$ cat src/rtl/insn_fetch_unit.sv
// RV32I instruction fetch stage: issues word fetches over req/ack, holds the
// fetched instruction for the decoders, and steers the next PC on retirement.
module insn_fetch_unit #(
  parameter logic [31:0] RESET_PC       = 32'h0000_0000,
  parameter int unsigned TIMEOUT_CYCLES = 16
) (
  input  logic        clk,
  input  logic        reset,
  output logic        mem_req,
  output logic [31:0] mem_addr,
  input  logic [31:0] mem_rdata,
  input  logic        mem_ack,
  output logic [31:0] insn,
  output logic [31:0] pc,
  output logic        insn_valid,
  input  logic        insn_ready,
  input  logic        pc_next_sel,
  input  logic [31:0] pc_target,
  output logic        fetch_err
);

  localparam logic [31:0] NOP = 32'h0000_0013;
  localparam int unsigned CW  = (TIMEOUT_CYCLES > 2) ? $clog2(TIMEOUT_CYCLES) : 1;
  localparam logic [CW-1:0] LAST = CW'(TIMEOUT_CYCLES - 1);

  typedef enum logic [1:0] {IDLE, REQ, HOLD, ERR} state_t;

  state_t        state, state_next;
  logic [31:0]   fetch_pc;
  logic [31:0]   insn_q;
  logic [31:0]   pc_q;
  logic [31:0]   pc_next;
  logic [CW-1:0] count;

  always_ff @(posedge clk) begin
    if (reset) state <= IDLE;
    else       state <= state_next;
  end

  always_comb begin
    state_next = state;
    pc_next    = pc_next_sel ? pc_target : pc_q + 32'd4;
    unique case (state)
      IDLE: state_next = REQ;
      REQ: begin
        if (mem_ack)            state_next = HOLD;
        else if (count == LAST) state_next = ERR;
      end
      HOLD: begin
        if (insn_ready) state_next = (pc_next[1:0] != 2'b00) ? ERR : REQ;
      end
      ERR:     state_next = ERR;
      default: state_next = IDLE;
    endcase
  end

  // fetch_pc doubles as mem_addr, so the address only moves on entry to REQ.
  always_ff @(posedge clk) begin
    if (reset) begin
      fetch_pc <= RESET_PC;
      insn_q   <= NOP;
      pc_q     <= RESET_PC;
      count    <= '0;
    end else begin
      unique case (state)
        REQ: begin
          if (mem_ack) begin
            insn_q <= mem_rdata;
            pc_q   <= fetch_pc;
            count  <= '0;
          end else if (count != LAST) begin
            count <= count + CW'(1);
          end
        end
        HOLD: begin
          if (insn_ready && pc_next[1:0] == 2'b00) fetch_pc <= pc_next;
        end
        default: ;
      endcase
    end
  end

  assign mem_req    = (state == REQ);
  assign mem_addr   = fetch_pc;
  assign insn       = insn_q;
  assign pc         = pc_q;
  assign insn_valid = (state == HOLD);
  assign fetch_err  = (state == ERR);

endmodule

$ cat config.mk
export PLATFORM = sky130hd
export DESIGN_NAME = insn_fetch_unit
export DESIGN_NICKNAME = d
export VERILOG_FILES = /design/src/rtl/insn_fetch_unit.sv
export SDC_FILE = /design/constraint.sdc
export NUM_CORES = 1
export LEC_CHECK = 0
export CAP_MARGIN = 20
export CELL_PAD_IN_SITES_DETAIL_PLACEMENT = 1
export CELL_PAD_IN_SITES_GLOBAL_PLACEMENT = 2
export CORE_MARGIN = 3
export CORE_UTILIZATION = 27
export CTS_BUF_LIST = sky130_fd_sc_hd__clkbuf_8
export CTS_CLUSTER_DIAMETER = 100
export CTS_CLUSTER_SIZE = 25
export DETAILED_ROUTE_END_ITERATION = 8
export GPL_TIMING_DRIVEN = 1
export PLACE_DENSITY = 0.85
export SKIP_CTS_REPAIR_TIMING = 1
export SLEW_MARGIN = 20
export SYNTH_ARGS = -nofsm -noshare
export SYNTH_HDL_FRONTEND = slang
export SYNTH_SLANG_ARGS = --single-unit
export TNS_END_PERCENT = 30
$ cat constraint.sdc
create_clock -name clk -period 4.7 [get_ports clk]
set_clock_uncertainty 0.2 [all_clocks]
set_input_delay 0.705 -clock clk [delete_from_list [all_inputs] [get_ports clk]]
set_output_delay 0.705 -clock clk [all_outputs]
set_load 0.05 [all_outputs]
==> results.py <==
metrics = {
    "logic_synthesis": {
        "synthAdderAreaFrac": 0.00557,
        "synth_edf_count": 0,
        "seq_area_frac_synth": 0.454,
        "synth-seq-cells": 102,
        "async_reset_ff_frac": 0,
        "syn-mean-instance-area_sq_um": 7.84,
        "synth_nets": 644,
        "synthXorXnorAreaFrac": 0.0487,
        "synthMuxAreaShare": 0.00223,
        "ys_warn_count": 0,
        "syn_inst": 573,
        "ys_types": 47,
        "synth_simple_gate_area_frac": 0.264,
        "ys.flop_type": "dfxtp_1",
        "synth-compound-area-share": 0.180,
        "synth_top_family_by_area": "simple AND/OR/NAND/NOR gates",
        "netlist_area_sq_um": 4490,
    },
    "global_routing": {
        "grt_pass1_wl_mm": 25.9,
        "grt_pass1_vias": 4908,
        "grt_overflow": 0,
        "grt_max_degree": 56,
        "antenna_found_initial": 0,
        "gr-usage-all-layers": 0.177,
    },
    "sta": {
        "whs_ns": 0.260,
        "setup_slack_ns": 1.56,
        "grt_setup_unrepaired": "false",
        "timing.final.crit_period_ns": 3.14,
        "final.setup.tns_ns": 0,
        "fin_crit_sh": 0.667,
        "hold_viol_final": 0,
        "slew_viol_final": 0,
        "clock.fmax_mhz": 319,
        "relSlewSlack": 0.375,
        "tightestPinTransition_ns": 0.929,
        "setup_viol": 0,
    },
    "critical_path": {
        "max_stage_delay_ns": 0.94,
        "worstPathCellList": "nor2b_1 -> clkdlybuf4s50_1",
        "worstPathRequired_ns": 3.80,
        "ff2ff_path_depth": 5,
        "crit_type": "flop to output pin",
        "timing.rr.start": "state[0]$_SDFFE_PP0P_",
        "crit_slowest_cell": "clkdlybuf4s50_1",
        "cp-startpoint": "state[0]$_SDFFE_PP0P_",
        "cp_max_fo": 10,
        "crit_arrival_ns": 2.23,
        "endpoint_kind": "output pin",
        "cp-start-kind": "flop",
    },
    "routing": {
        "wl_per_cell_um": 17.4,
        "ant_nets": 0,
        "via_per_inst": 4.91,
        "wirelength_mm": 16.3,
        "drc": 0,
        "drtIter0Drc": 223,
        "firstDrtPassIters": 4,
        "num_vias": 4609,
    },
    "finish": {
        "final_area_sq_um": 6540,
        "nFillCells": 1891,
        "finalNetCount": 788,
        "syn_to_final_growth_pct": 45.6,
        "layout_common_cells": "clkdlybuf4s50_1, nand2_1, dfxtp_1",
        "drive_above_1_share": 0.0540,
        "fin_util": 0.408,
        "n_antenna_cell": 0,
        "final_common_cell": "clkdlybuf4s50_1",
    },
    "status": {
        "status": "finished clean",
    },
    "die": {
        "die_w_um": 135,
        "start_util": 0.280,
        "io-pin-count": 168,
        "core-area_sq_um": 16100,
        "die-area_sq_um": 18200,
        "die_h_um": 135,
        "row_count": 46,
    },
    "power": {
        "p_leak_nw": 2.21,
        "p_per_area_nw_per_um2": 280,
        "ir_drop_v": 0.000159,
    },
    "worst_hold_path": {
        "hold_path_class": "flop to flop",
        "holdCritStartpoint": "insn[15]$_SDFFE_PP0P_",
        "min_path_cells": 2,
    },
    "clock_tree": {
        "cts.sinks": 102,
        "ctsLongestPathBuffers": 2,
        "cts-htree-levels": 3,
        "clk_pin_slew_ns": 0.10,
        "cts_tree": "built",
        "clk_root_buffer_cell": "clkbuf_8",
        "clk_latency_ns": 0.38,
        "cts_buffers": 9,
    },
    "placement": {
        "portBuffers": 167,
        "gp_congestion": 0.743,
        "placed_area_sq_um": 6310,
        "post-place-ws_ns": 1.48,
        "dp_hpwl_mm": 11.5,
    },
    "run": {
        "cap_violations": 0,
    },
}
## worst max-delay path, delay by kind of cell (launching register included)
kind                   cells  cell delay, ns
and+or+nand+nor            1            0.54
DFF                        1            0.37
buffers and inverters      1            0.94
## cells by family after synthesis
family,count (synthesis)
buffers and inverters,50
AND/OR/NAND/NOR,248
multiplexers,1
adder cells (fa/ha/maj),2
XOR/XNOR,25
flip-flops,102
AO/OA/AOI/OAI,145
## synthesized netlist by cell type (2+ instances only)
cell / number / area (sq um)
nand2_1: 161 / 604
dfxtp_1: 102 / 2040
a21oi_1: 99 / 495
clkbuf_1: 32 / 120
xnor2_1: 17 / 149
nor2_1: 16 / 60.1
and3_1: 13 / 81.3
o21ai_0: 12 / 60.1
o22ai_1: 12 / 75.1
inv_1: 11 / 41.3
nand3_1: 9 / 45.0
nor3_1: 8 / 40.0
xor2_1: 8 / 70.1
a211oi_1: 6 / 45.0
nand4_1: 6 / 37.5
nand2b_1: 5 / 31.3
buf_1: 4 / 15.0
nor3b_1: 4 / 30.0
o211ai_1: 4 / 30.0
a31oi_1: 3 / 18.8
and2_1: 3 / 18.8
nand3b_1: 3 / 22.5
nor4_1: 3 / 18.8
nor4_2: 3 / 37.5
a31o_2: 2 / 17.5
and4_1: 2 / 17.5
buf_6: 2 / 22.5
ha_1: 2 / 25.0
nand4_2: 2 / 25.0
or4_4: 2 / 22.5
## through the flow
stage	instances	power, mW
2_1_floorplan	573	1.05
3_3_place_gp	922	1.18
3_5_place_dp	922	1.18
4_1_cts	938	1.86
5_1_grt	938	1.91
6_report	938	1.83
## metal layers
layer,track usage,part of all wire,wire [um],up-vias
met5,0,0,0,-
li1,-,-,-,2239
met2,0.310,0.50,8160,93
met1,0.218,0.45,7270,2257
met4,0.0638,0.020,327,0
met3,0.0320,0.035,572,20
## final cells by class
class	instances	area [sq um]	area share
Clock buffer	9	124	0.0189
Inverter	11	41.3	0.00631
Timing Repair Buffer	172	1700	0.260
Clock inverter	7	114	0.0174
Multi-Input combinational cell	421	2250	0.344
Sequential cell	102	2040	0.312
Tap cell	216	270	0.0413
## registers in the layout, indices dropped and copies added, names as in the netlist
signal	cells
state	2
insn	32
count	4
mem_addr	32
pc	32
## path summary, 6_finish.rpt
kind,endpoint,slack (ns)
worst max-delay path,mem_req,1.56
worst min register to register,insn[15]$_SDFFE_PP0P_,0.26
worst min-delay path,insn[15]$_SDFFE_PP0P_,0.26
worst max register to register,pc[12]$_SDFFE_PP0P_,2.03
## report_power, final
group	switching, mW	leakage [nW]	internal [mW]	total [mW]
Combinational	0.160	1.27	0.102	0.262
Sequential	0.0128	0.826	0.883	0.896
Clock	0.323	0.117	0.351	0.674
Total	0.495	2.21	1.34	1.83
No activity file was read; power rests on OpenSTA's default activity.
